File: config.mk
export PLATFORM = sky130hd
export DESIGN_NAME = mips_avalon_arbiter
export DESIGN_NICKNAME = d
export VERILOG_FILES = /design/src/rtl/mips_bus_pkg.sv /design/src/rtl/mips_instr_hold_reg.sv /design/src/rtl/mips_avalon_arbiter.sv
export SDC_FILE = /design/constraint.sdc
export NUM_CORES = 1
export LEC_CHECK = 0
export BUFFER_PORTS_ARGS = -buffer_cell sky130_fd_sc_hd__buf_4
export CAP_MARGIN = 20
export CORE_AREA = 8 8 181 183
export DETAILED_ROUTE_END_ITERATION = 7
export DIE_AREA = 0 0 189 191
export PLACE_DENSITY_LB_ADDON = 0.1
export SLEW_MARGIN = 10
export SYNTH_ARGS = -nofsm -noshare
export SYNTH_HDL_FRONTEND = slang
export SYNTH_SLANG_ARGS = --single-unit
File: constraint.sdc
create_clock -name clk -period 2.7 [get_ports clk]
set_input_delay 0.54 -clock clk [delete_from_list [all_inputs] [get_ports clk]]
set_output_delay 0.54 -clock clk [all_outputs]
set_load 0.005 [all_outputs]
File: src/rtl/mips_bus_pkg.sv
// Shared types for the Harvard-to-Avalon arbiter.
// Holds the arbiter state encoding and the priority modes.
package mips_bus_pkg;

  typedef enum logic [1:0] {
    IDLE,
    INSTR_RD,
    DATA_RD,
    DATA_WR
  } arb_state_t;

  typedef enum logic {
    GNT_INSTR,
    GNT_DATA
  } grant_t;

  localparam int PRIO_DATA_FIRST  = 0;
  localparam int PRIO_ROUND_ROBIN = 1;

endpackage

File: src/rtl/mips_instr_hold_reg.sv
// One-entry instruction hold register.
// Serves a repeated fetch without a bus access.
module mips_instr_hold_reg
  import mips_bus_pkg::*;
#(
  parameter int ADDR_W = 32,
  parameter int DATA_W = 32
) (
  input  logic              clk,
  input  logic              reset,
  input  logic              load,
  input  logic [ADDR_W-1:0] load_addr,
  input  logic [DATA_W-1:0] load_data,
  input  logic              wr_done,
  input  logic [ADDR_W-1:0] wr_addr,
  input  logic [ADDR_W-1:0] lookup_addr,
  output logic              hit,
  output logic [DATA_W-1:0] hold_data
);

  logic [ADDR_W-1:0] hold_addr;
  logic              hold_valid;

  // A write to the held address makes the copy stale.
  always_ff @(posedge clk or negedge reset) begin
    if (!reset) begin
      hold_addr  <= '0;
      hold_data  <= '0;
      hold_valid <= 1'b0;
    end else if (load) begin
      hold_addr  <= load_addr;
      hold_data  <= load_data;
      hold_valid <= 1'b1;
    end else if (wr_done && wr_addr == hold_addr) begin
      hold_valid <= 1'b0;
    end
  end

  assign hit = hold_valid && (lookup_addr == hold_addr);

endmodule

File: src/rtl/mips_avalon_arbiter.sv
// Two-channel Harvard core to single Avalon-MM master arbiter.
// Data-first or round-robin priority, optional instruction hold.
module mips_avalon_arbiter
  import mips_bus_pkg::*;
#(
  parameter int ADDR_W     = 32,
  parameter int DATA_W     = 32,
  parameter int PRIORITY   = 0,
  parameter int INSTR_HOLD = 1,
  localparam int BE_W      = DATA_W / 8
) (
  input  logic              clk,
  input  logic              reset,
  input  logic              instr_req,
  input  logic [ADDR_W-1:0] instr_addr,
  output logic              instr_ready,
  output logic [DATA_W-1:0] instr_rdata,
  input  logic              data_req,
  input  logic              data_we,
  input  logic [BE_W-1:0]   data_be,
  input  logic [ADDR_W-1:0] data_addr,
  input  logic [DATA_W-1:0] data_wdata,
  output logic              data_ready,
  output logic [DATA_W-1:0] data_rdata,
  input  logic              waitrequest,
  input  logic [DATA_W-1:0] readdata,
  output logic              read,
  output logic              write,
  output logic [BE_W-1:0]   byteenable,
  output logic [ADDR_W-1:0] address,
  output logic [DATA_W-1:0] writedata,
  output logic              busy
);

  arb_state_t state, state_nxt;
  grant_t     last_grant;

  logic i_elig, d_elig, i_bus;
  logic hold_match, hold_hit;
  logic gnt_i, gnt_d, done;
  logic [DATA_W-1:0] hold_data;

  localparam bit RR = (PRIORITY == PRIO_ROUND_ROBIN);

  // Ready high means this cycle completes the request; do not re-serve it.
  assign i_elig   = instr_req && !instr_ready;
  assign d_elig   = data_req && !data_ready;
  assign hold_hit = (state == IDLE) && i_elig && hold_match;
  assign i_bus    = i_elig && !hold_match;
  assign busy     = (state != IDLE);

  always_comb begin
    state_nxt = state;
    gnt_i     = 1'b0;
    gnt_d     = 1'b0;
    done      = 1'b0;
    unique case (state)
      IDLE: begin
        if (d_elig && (!i_bus || !RR || last_grant == GNT_INSTR))
          gnt_d = 1'b1;
        else if (i_bus)
          gnt_i = 1'b1;
        if (gnt_d)
          state_nxt = data_we ? DATA_WR : DATA_RD;
        else if (gnt_i)
          state_nxt = INSTR_RD;
      end
      default: begin
        if (!waitrequest) begin
          done      = 1'b1;
          state_nxt = IDLE;
        end
      end
    endcase
  end

  always_ff @(posedge clk or negedge reset) begin
    if (!reset) begin
      state       <= IDLE;
      last_grant  <= GNT_INSTR;
      read        <= 1'b0;
      write       <= 1'b0;
      address     <= '0;
      byteenable  <= '0;
      writedata   <= '0;
      instr_ready <= 1'b0;
      data_ready  <= 1'b0;
      instr_rdata <= '0;
      data_rdata  <= '0;
    end else begin
      state       <= state_nxt;
      instr_ready <= 1'b0;
      data_ready  <= 1'b0;
      if (hold_hit) begin
        instr_ready <= 1'b1;
        instr_rdata <= hold_data;
      end
      if (gnt_d) begin
        address    <= data_addr;
        byteenable <= data_be;
        writedata  <= data_wdata;
        read       <= !data_we;
        write      <= data_we;
        last_grant <= GNT_DATA;
      end else if (gnt_i) begin
        address    <= instr_addr;
        byteenable <= '1;
        writedata  <= '0;
        read       <= 1'b1;
        write      <= 1'b0;
        last_grant <= GNT_INSTR;
      end
      if (done) begin
        read  <= 1'b0;
        write <= 1'b0;
        unique case (1'b1)
          state == INSTR_RD: begin
            instr_ready <= 1'b1;
            instr_rdata <= readdata;
          end
          state == DATA_RD: begin
            data_ready <= 1'b1;
            data_rdata <= readdata;
          end
          default: data_ready <= 1'b1;
        endcase
      end
    end
  end

  generate
    if (INSTR_HOLD != 0) begin : g_hold
      mips_instr_hold_reg #(
        .ADDR_W(ADDR_W),
        .DATA_W(DATA_W)
      ) u_hold (
        .clk        (clk),
        .reset      (reset),
        .load       (done && state == INSTR_RD),
        .load_addr  (address),
        .load_data  (readdata),
        .wr_done    (done && state == DATA_WR),
        .wr_addr    (address),
        .lookup_addr(instr_addr),
        .hit        (hold_match),
        .hold_data  (hold_data)
      );
    end else begin : g_nohold
      assign hold_match = 1'b0;
      assign hold_data  = '0;
    end
  endgenerate

endmodule

==> results of run 1 <==
## stage by stage
step           total power, mW  instance area, um2
2_1_floorplan             8.67                8860
3_3_place_gp              11.6               11500
3_5_place_dp              11.6               11500
4_1_cts                   15.0               12400
5_1_grt                   15.8               12400
6_report                  14.7               12400
## power groups by stage
| stage | sequential [mW] | combinational [mW] | clock (mW) |
|---|---|---|---|
| 2_1_floorplan | 5.51 | 3.16 | 0 |
| 3_3_place_gp | 5.64 | 5.92 | 0 |
| 3_5_place_dp | 5.67 | 5.92 | 0 |
| 4_1_cts | 5.64 | 5.95 | 3.42 |
| 5_1_grt | 5.84 | 6.41 | 3.52 |
| 6_report | 5.61 | 5.80 | 3.28 |
## per-layer routing
layer / vias to the layer above / track usage / share of wire
met3: 33 / 0.0503 / 0.082
met2: 190 / 0.222 / 0.45
met4: 0 / 0.0286 / 0.018
met5: - / 0 / 0
met1: 3035 / 0.183 / 0.45
li1: 3045 / - / -
## cell families after synthesis
| kind of cell | share of synthesized area |
|---|---|
| compound gates | 0.0565 |
| xor+xnor | 0.0632 |
| buf+inv | 0.0241 |
| flops | 0.573 |
| mux | 0.199 |
| simple gates | 0.0843 |
## layout make-up
cell class / count / share of cell area
clock buffers: 41 / 0.0644
clock inverters: 4 / 0.00223
inverters: 6 / 0.00182
multi-input cells: 470 / 0.292
flip-flops and latches: 203 / 0.411
well taps: 396 / 0.0401
repair buffers: 294 / 0.188
## how the worst max path moves through the flow
stage,startpoint,endpoint,slack (ps),cells after the start
after floorplan,instr_addr[16],address[10],670,7
after CTS,g_hold.u_hold.hold_addr[28],address[28],300,7
after global placement,instr_addr[28],address[30],-30,8
final,g_hold.u_hold.hold_addr[28],address[28],400,7
after detailed placement,instr_addr[28],address[28],50,8
after global routing,g_hold.u_hold.hold_addr[28],address[28],230,7
## worst register-to-register path: cells and delay by family (launching register included)
family                    cells  cell delay [ps]
muxes                         1              370
xor gates and xnor gates      1              330
buffers and inverters         1              250
DFF                           1              410
and+or+nand+nor               4              820
## synthesized netlist by cell type
cell type and n:
a21oi_1 38, a22o_1 33, buf_1 1, buf_2 12
buf_4 4, buf_6 2, clkbuf_1 20, dfrtp_1 203
inv_1 6, mux2_1 7, mux2_2 121, mux2i_1 32
nand2_1 103, nand2b_1 1, nand3_1 4, nand3_2 1
nand3b_1 1, nand4_1 14, nand4_2 1, nor2_1 38
nor2b_1 3, nor3_1 1, nor3b_2 2, nor4_1 2
nor4_2 1, o21a_1 1, o21ai_0 1, o41ai_1 1
xnor2_1 60, xor2_1 4
## timing repair
item	in CTS	in global routing
hold endpoints to repair	45	0
hold buffers	1	0
buffers inserted	0	0
## sequential cells by signal, summed over array words and instances (netlist names)
signal                    count
g_hold.u_hold.hold_data      32
writedata                    32
data_rdata                   32
state                         2
instr_rdata                  32
address                      32
g_hold.u_hold.hold_valid      1
g_hold.u_hold.hold_addr      32
instr_ready                   1
byteenable                    4
write                         1
data_ready                    1
read                          1
==> metrics, run 1 <==
P_sw 4.78 mW; Max-slew headroom 0.667; Pre-antenna DRT Iters 4; Setup crit start kind register; Max Fanout on Critical Path 14; vias in the first global route 6,839; PnR worst setup slack 400 ps; hold_ws approximately 240 ps; RR Startpoint g_hold.u_hold.hold_addr[28]; core area approximately 30,000 um2; CTS tree built; Hold Fails Final Rpt 0; Clock Power Share 0.223; port bufs 274; antenna violations before repair 0; register area share after synthesis 0.573; commonest non-fill, non-tap cell in the layout buf_4; leading area contributor after synthesis dfrtp_1; fin crit period 2300 ps; share of layout cells above drive strength 1 0.454; Synth Warn # 0; Post-Route WL about 26 mm; hold path start data_wdata[15]; final core occ 0.412; CP required 3100 ps; HP Class in2reg; Syn Nets roughly 860; Slowest-stage cell, CP dfrtp_1; Register Area 5080 um2; RSZ-0062 raised after global routing no; Die X 189 um; largest net degree at the start of global routing 70; Mapped Area 8860 um2; Seq pwr share 0.382; H-tree Lvls 1; CP Capture Type register; FF+latch count, synth 203; Congestion Overflow GR 0; CTS Buffer Depth 3; Worst Reg-to-Reg Cells 7; worst path cell trace xnor2_1, nand4_1, nor4_2, nand3_1, nand3_2, buf_4, mux2_2; Placer Congestion approximately 0.77; placed insts 1,368; CP bufs+invs 1; filler instances ~3,000; actual slew at the worst max-slew pin just under 500 ps; Clk pin slew, worst setup/hold paths 60 ps; slowest cell delay on critical path 410 ps; CTS root buf clkbuf_16; Hold EP writedata[15]; worst skew pair latency 520 ps; row count between 60 and 70; hold path cells 2; Final Skew 13.7 ps; cts bufs inserted 25; nets@finish 1,138; period utilization 0.852; Pwr Density 1190 nW/um2; Post-DP HPWL 18.8 mm; Gate Count Post-Synth 718; Vias ~6,300; global-route wire length before repair 40.4 mm; Setup TNS 0 ps; y dimension of the die around 190 um; top cell type's share of synthesized area 0.573; Avg Inst Size Synth 12.3 um2; Final Max Tran Viols 0; initial core utilization 0.295; pre-CTS setup slack 53.5 ps; Syn-to-layout area delta 39.5%; initial DRC count 298; most frequent cells in the layout 283 x buf_4, 203 x dfrtp_1, 121 x mux2_2, 103 x nand2_1, 60 x xnor2_1; Synth cell types 30; Setup-failing EPs final 0; RR Endpoint address[28]; Clock Sink Count 203; maximum vdd drop 0.517 mV; IO Pins approximately 280; flop2flop setup slack around 400 ps; fmax between 0.4 and 0.5 GHz; max_cap viols 0; DR vias/cell 4.46; Area contributors post-synth dfrtp_1 57%, mux2_2 15%, xnor2_1 5.9%, nand2_1 4.4%, mux2i_1 3.6%; area of the die 36,100 um2; Logic pwr share 0.395; Critical Path AT 2700 ps; P_int 9.91 mW; Routed Antenna Nets 0; drt drc 0; outcome finished, final reports clean; Tot GR Track Use 0.140; Top delay family on crit path simple AND/OR/NAND/NOR gates; Net Sw Frac 0.325; Wirelength per Cell roughly 18 um; Ant. Diodes 0; Crit Path Category reg2reg; multi-input logic area 3610 um2; P_leak approximately 6.0 nW; Resized cells post-CTS 0; Finished Layout Cells 1,414
(Power assumes the default switching activity.)
==> inputs of run 2 (changes only) <==
--- a/config.mk
+++ b/config.mk
@@ -8,6 +8,7 @@
 export BUFFER_PORTS_ARGS = -buffer_cell sky130_fd_sc_hd__buf_4
 export CAP_MARGIN = 20
 export CORE_AREA = 8 8 181 183
+export CTS_BUF_LIST = sky130_fd_sc_hd__clkbuf_8
 export DETAILED_ROUTE_END_ITERATION = 7
 export DIE_AREA = 0 0 189 191
 export PLACE_DENSITY_LB_ADDON = 0.1
==> run 2 against run 1 <==
Against the previous run:
- final cell count up 1.7%
- clock-buffer cell count up 7
- clock skew about the same
- first-iteration DRC count down 14%
- sequential share of layout area up 0.28 points
- via count up 1.4%
- sequential cell count unchanged
- utilization down 0.28 points
- combinational power about the same
- total power down 2.8%
- sequential power about the same
- critical endpoint unchanged
==> metrics, run 2 (synthesis results as in run 1) <==
outcome finished, final reports clean; Pwr Density 1160 nW/um2 (-2.1%); RR Startpoint g_hold.u_hold.hold_addr[28]; Post-DP HPWL 18.8 mm (unchanged); Clock Sink Count 203 (unchanged); CTS root buf clkbuf_8; final core occ 0.409 (-0.00279); actual slew at the worst max-slew pin 497 ps (-0.591 ps); Placer Congestion 0.767 (unchanged); RSZ-0062 raised after global routing no; Worst Reg-to-Reg Cells 7 (unchanged); Final Max Tran Viols 0 (unchanged); Pre-antenna DRT Iters 4 (unchanged); y dimension of the die 191 um (unchanged); CTS Buffer Depth 3 (unchanged); Clk pin slew, worst setup/hold paths 50 ps (about the same); largest net degree at the start of global routing 70 (unchanged); RR Endpoint address[28]; commonest non-fill, non-tap cell in the layout buf_4; Syn-to-layout area delta 38.5%; cts bufs inserted 39 (+56%); most frequent cells in the layout 283 x buf_4, 203 x dfrtp_1, 121 x mux2_2, 103 x nand2_1, 60 x xnor2_1; HP Class in2reg; P_leak 6.03 nW (+0.79%); fin crit period 2330 ps (+27.1 ps); vias in the first global route 6,959 (+1.8%); hold path start data_wdata[15]; Hold EP writedata[15]; IO Pins 275 (unchanged); initial DRC count 256 (-14%); flop2flop setup slack 370 ps (-30 ps); Final Skew 13.6 ps (-0.166 ps); Post-Route WL 26.3 mm (+0.97%); maximum vdd drop 0.501 mV (-2.9%); worst skew pair latency 520 ps (about the same); drt drc 0 (unchanged); max_cap viols 0 (unchanged); DR vias/cell 4.44 (-0.33%); Setup-failing EPs final 0 (unchanged); fmax 0.430 GHz (-1.2%); Hold Fails Final Rpt 0 (unchanged); Wirelength per Cell 18.3 um (-0.71%); Congestion Overflow GR 0 (unchanged); area of the die 36,100 um2 (unchanged); hold path cells 2 (unchanged); Ant. Diodes 0 (unchanged); port bufs 274 (unchanged); antenna violations before repair 0 (unchanged); core area 30,000 um2 (unchanged); share of layout cells above drive strength 1 0.451 (-0.00278); H-tree Lvls 2 (+1); Max Fanout on Critical Path 14 (unchanged); CP Capture Type register; Crit Path Category reg2reg; row count 64 (unchanged); initial core utilization 0.295 (unchanged); CTS tree built; Tot GR Track Use 0.143 (+0.00229); global-route wire length before repair 40.8 mm (+0.82%); Setup TNS 0 ps (unchanged); Setup crit start kind register; nets@finish 1,152 (+1.2%); Die X 189 um (unchanged); Routed Antenna Nets 0 (unchanged); Critical Path AT 2720 ps (+20 ps); Max-slew headroom 0.667 (about the same); Vias 6,389 (+1.4%); period utilization 0.862 (+0.0100); CP required 3090 ps (about the same)
-- run 2: cell count changes in the layout (fill, tap and decap cells not counted), sizes merged --
cell    change
inv        +20
clkbuf      +7
clkinv      -3
-- run 2: worst max-delay path by stage --
stage	startpoint	end	slack (ps)	cells after the start
after CTS	g_hold.u_hold.hold_addr[28]	address[1]	310	7
after global placement	instr_addr[28]	address[30]	-30	8
after floorplan	instr_addr[16]	address[10]	670	7
final	g_hold.u_hold.hold_addr[28]	address[28]	370	7
after global routing	g_hold.u_hold.hold_addr[28]	address[28]	240	7
after detailed placement	instr_addr[28]	address[28]	50	8
-- run 2: area by class of cell --
class	count	area, um2
Fill cell	2981	17800
Sequential cell	203	5080
Multi-Input combinational cell	470	3610
Timing Repair Buffer	294	2330
Clock buffer	48	661
Tap cell	396	495
Clock inverter	21	78.8
Inverter	6	22.5
-- run 2: power breakdown --
group          leakage, nW  internal [mW]  switching (mW)
logic                 3.15           3.41            2.39
registers             2.43           4.51            1.11
clock network        0.457           1.59            1.28
total                 6.03           9.50            4.78
-- run 2: worst max-delay path, stage by stage (launching register included) --
cell     delay (ps)
dfrtp_1         410
xnor2_1         350
nand4_1         200
nor4_2          340
nand3_1         160
nand3_2         140
buf_4           250
mux2_2          360
-- run 2: repair_timing --
action | CTS | global route
gates resized for setup | 0 | 0
setup buffers | 0 | 0
endpoints found under the hold margin | 45 | 0
hold buffers | 1 | 0
-- run 2: stage by stage --
stage | power, mW | hold WS (ps) | setup slack, ps | instances | cell area, um2
after global routing | 15.4 | 217 | 242 | 1438 | 12300
after CTS | 14.6 | 202 | 314 | 1438 | 12300
after detailed placement | 11.6 | 476 | 53.5 | 1368 | 11500
final | 14.3 | 248 | 373 | 1438 | 12300
after global placement | 11.6 | 470 | -31.1 | 1368 | 11500
after floorplan | 8.67 | 244 | 667 | 718 | 8860
-- run 2: per-layer routing --
| metal | vias to the layer above | global-route usage | part of all wire |
|---|---|---|---|
| met4 | 0 | 0.0382 | 0.021 |
| met3 | 46 | 0.0560 | 0.085 |
| met2 | 206 | 0.222 | 0.45 |
| li1 | 3078 | - | - |
| met1 | 3059 | 0.183 | 0.45 |
| met5 | - | 0 | 0 |
==> inputs of run 3 (changes only) <==
--- a/config.mk
+++ b/config.mk
@@ -5,13 +5,15 @@
 export SDC_FILE = /design/constraint.sdc
 export NUM_CORES = 1
 export LEC_CHECK = 0
+export ABC_AREA = 1
 export BUFFER_PORTS_ARGS = -buffer_cell sky130_fd_sc_hd__buf_4
 export CAP_MARGIN = 20
-export CORE_AREA = 8 8 181 183
+export CORE_AREA = 8 8 186 188
 export CTS_BUF_LIST = sky130_fd_sc_hd__clkbuf_8
 export DETAILED_ROUTE_END_ITERATION = 7
-export DIE_AREA = 0 0 189 191
+export DIE_AREA = 0 0 194 196
 export PLACE_DENSITY_LB_ADDON = 0.1
+export SKIP_CTS_REPAIR_TIMING = 1
 export SLEW_MARGIN = 10
 export SYNTH_ARGS = -nofsm -noshare
 export SYNTH_HDL_FRONTEND = slang
==> run 3 against run 2 <==
Against the previous run:
- highest routed layer unchanged
- wire length increased by 15%
- final cell count rose by 27%
- global-route usage rose by 1.4 points
- largest power group unchanged
==> metrics, run 3 <==
met2 WL 13.6 mm (+15%); most frequent cells in the layout 500 x nand2_1, 281 x buf_4, 203 x dfrtp_1, 110 x inv_1, 58 x o21ai_0; Logic pwr share 0.425 (+0.019); Die X 194 um (+2.6%); PnR worst setup slack 524 ps (+151 ps); Avg Inst Size Synth 8.33 um2 (-33%); dpl cell area 11,800 um2 (+2.4%); slowest cell delay on critical path 420 ps (about the same); Setup crit start kind register; Pre-antenna DRT Iters 5 (+1); global-route wire length before repair 47.6 mm (+17%); Synth cell types 27 (-10%); Critical path origin g_hold.u_hold.hold_addr[31]; Vias 7,978 (+25%); Crit path depth 10 (+3); RR Startpoint g_hold.u_hold.hold_addr[31]; Max-slew headroom 0.637 (-0.0304); cell mode on critical path nand2_1; post-layout instance area 12,500 um2 (+1.8%); fin crit period 2180 ps (-151 ps); Setup-failing EPs final 0 (unchanged); Syn Nets 1,254 (+46%); Final Max Tran Viols 0 (unchanged); actual slew at the worst max-slew pin 540 ps (+43.6 ps); Clock Power Share 0.193 (-0.008); Hold Fails Final Rpt 0 (unchanged); HP Class in2reg; antenna violations before repair 0 (unchanged); Finished Layout Cells 1,828 (+27%); P_int 8.89 mW (-6.4%); drt drc 0 (unchanged); outcome finished, final reports clean; Clock Sink Count 203 (unchanged); row count 66 (+3.1%); Top delay family on crit path simple AND/OR/NAND/NOR gates; multi-input logic area 3570 um2 (-1.1%); Slowest-stage cell, CP dfrtp_1; port bufs 274 (unchanged); Critical Path AT 2580 ps (-140 ps); Ant. Diodes 0 (unchanged); Final Skew 23.6 ps (+10.1 ps); Pwr Density 1150 nW/um2 (-1.2%); FF+latch count, synth 203 (unchanged); placed insts 1,765 (+29%); core area 31,900 um2 (+6.2%); most common cell in the synthesized netlist nand2_1; Congestion Overflow GR 0 (unchanged); leading area contributor after synthesis dfrtp_1; Max Used Layer met4; CP Capture Type register; Worst Setup EP instr_rdata[30]; met3 wire length 2.11 mm (-5.3%); max_cap viols 0 (unchanged); Area contributors post-synth dfrtp_1 55%, nand2_1 20%, inv_1 3.9%, mux2_2 3.9%, o21ai_0 3.1%; top post-synthesis cells by count 501 x nand2_1, 203 x dfrtp_1, 97 x inv_1; Setup TNS 0 ps (unchanged); CTS root buf clkbuf_8; hold path cells 2 (unchanged); worst skew pair latency 530 ps (about the same); CTS tree built; P_sw 5.48 mW (+15%); Placer Congestion 0.776 (+1.3%); RSZ-0062 raised after global routing no; Gate Count Post-Synth 1,116 (+55%); asr flop ratio synth 1.00 (unchanged); top cell type's share of synthesized area 0.546 (-0.0267); H-tree Lvls 2 (unchanged); Primary FF master, synth dfrtp_1; initial core utilization 0.292 (-0.00352); commonest non-fill, non-tap cell in the layout nand2_1; Crit Path Category reg2reg; maximum vdd drop 0.464 mV (-7.4%); CP required 3110 ps (+20 ps); Routed Antenna Nets 0 (unchanged); hold_ws 190 ps (-57.6 ps); cts bufs inserted 40 (+2.6%); Seq pwr share 0.382 (-0.011); share of layout cells above drive strength 1 0.290 (-0.161); filler instances 3,422 (+15%); nets@finish 1,538 (+34%); CTS Buffer Depth 3 (unchanged); period utilization 0.806 (-0.0561); Syn-to-layout area delta 34.5%; Post-Route WL 30.2 mm (+15%); Register Area 5080 um2 (unchanged); Max Fanout on Critical Path 33 (+19); Net Sw Frac 0.381 (+0.0466); initial DRC count 357 (+39%); register area share after synthesis 0.546 (-0.0267); Tot GR Track Use 0.157 (+0.0140); EDFF count, synth 0 (unchanged); Mapped Area 9300 um2 (+4.9%); y dimension of the die 196 um (+2.6%); Synth Warn # 0 (unchanged); Worst Reg-to-Reg Cells 10 (+3); DR vias/cell 4.36 (-1.8%); fmax 0.460 GHz (+7.0%); Wirelength per Cell 16.5 um (-9.9%); largest net degree at the start of global routing 83 (+19%); pre-CTS setup slack 245 ps (+192 ps); flop2flop setup slack 520 ps (+150 ps); CP bufs+invs 0 (-1); Clk pin slew, worst setup/hold paths 50 ps (about the same); worst path cell trace xnor2_1, nand2_1, nor2_1, nand2_1, nor2_1, nand3_2, nand2_4, nand2_1, nand2_1, nand2_1; area of the die 38,000 um2 (+5.3%); wl on met1 13.8 mm (+18%); RR Endpoint instr_rdata[30]; vias in the first global route 8,144 (+17%); P_leak 6.76 nW (+12%); Post-DP HPWL 21.4 mm (+14%); IO Pins 275 (unchanged)
run 3: cell count changes after synthesis, sizes merged, moves of 38 or more:
cell,before,now
nand2,103,505
a21oi,38,0
mux2,128,32
o21ai,1,91
inv,6,106
xnor2,60,16
run 3: worst reg2reg max path, cell delays in order, from the launching register on:
cell and delay (ps):
dfrtp_1 420, xnor2_1 380, nand2_1 110, nor2_1 90, nand2_1 50, nor2_1 260, nand3_2 150, nand2_4 370
nand2_1 120, nand2_1 80, nand2_1 40
run 3: kinds of logic (layout without fill, tap and decap cells):
group	count (synthesis)	count (layout)	share of synthesized area
AO/OA/AOI/OAI	102	102	0.0661
AND/OR/NAND/NOR	604	604	0.257
XOR/XNOR	22	22	0.0207
flip-flops	203	203	0.546
multiplexers	32	32	0.0388
buffers and inverters	153	457	0.0712
run 3: final cells by class:
| type | count | share of cell area |
|---|---|---|
| Tap cell | 408 | 0.0408 |
| Clock buffer | 45 | 0.0495 |
| Inverter | 106 | 0.0318 |
| Clock inverter | 17 | 0.00580 |
| Timing Repair Buffer | 289 | 0.180 |
| Sequential cell | 203 | 0.406 |
| Multi-Input combinational cell | 760 | 0.286 |
run 3: how the worst min path moves through the flow:
stage,from,endpoint,slack [ps]
final,waitrequest,data_ready,190
after global routing,waitrequest,data_ready,170
after CTS,reset,address[23],-50
after detailed placement,g_hold.u_hold.hold_data[6],g_hold.u_hold.hold_data[6],460
after global placement,g_hold.u_hold.hold_data[14],g_hold.u_hold.hold_data[14],460
after floorplan,reset,address[0],240
run 3: layer usage:
| metal | global-route usage | vias to the layer above |
|---|---|---|
| met4 | 0.0416 | 0 |
| met2 | 0.244 | 233 |
| li1 | - | 4029 |
| met5 | 0 | - |
| met3 | 0.0483 | 49 |
| met1 | 0.209 | 3667 |
run 3: power groups by stage:
stage	logic (mW)	registers [mW]	clock network, mW
after floorplan	3.30	5.45	0
after global placement	6.24	5.49	0
after detailed placement	6.28	5.52	0
after CTS	6.30	5.49	2.91
after global routing	6.97	5.69	3.06
final	6.11	5.48	2.78
run 3: per-stage QoR:
stage | utilization | power [mW]
detailed placement | 0.370 | 11.8
finish | 0.392 | 14.4
CTS | 0.392 | 14.7
global route | 0.392 | 15.7
global placement | 0.370 | 11.7
floorplan | - | 8.75
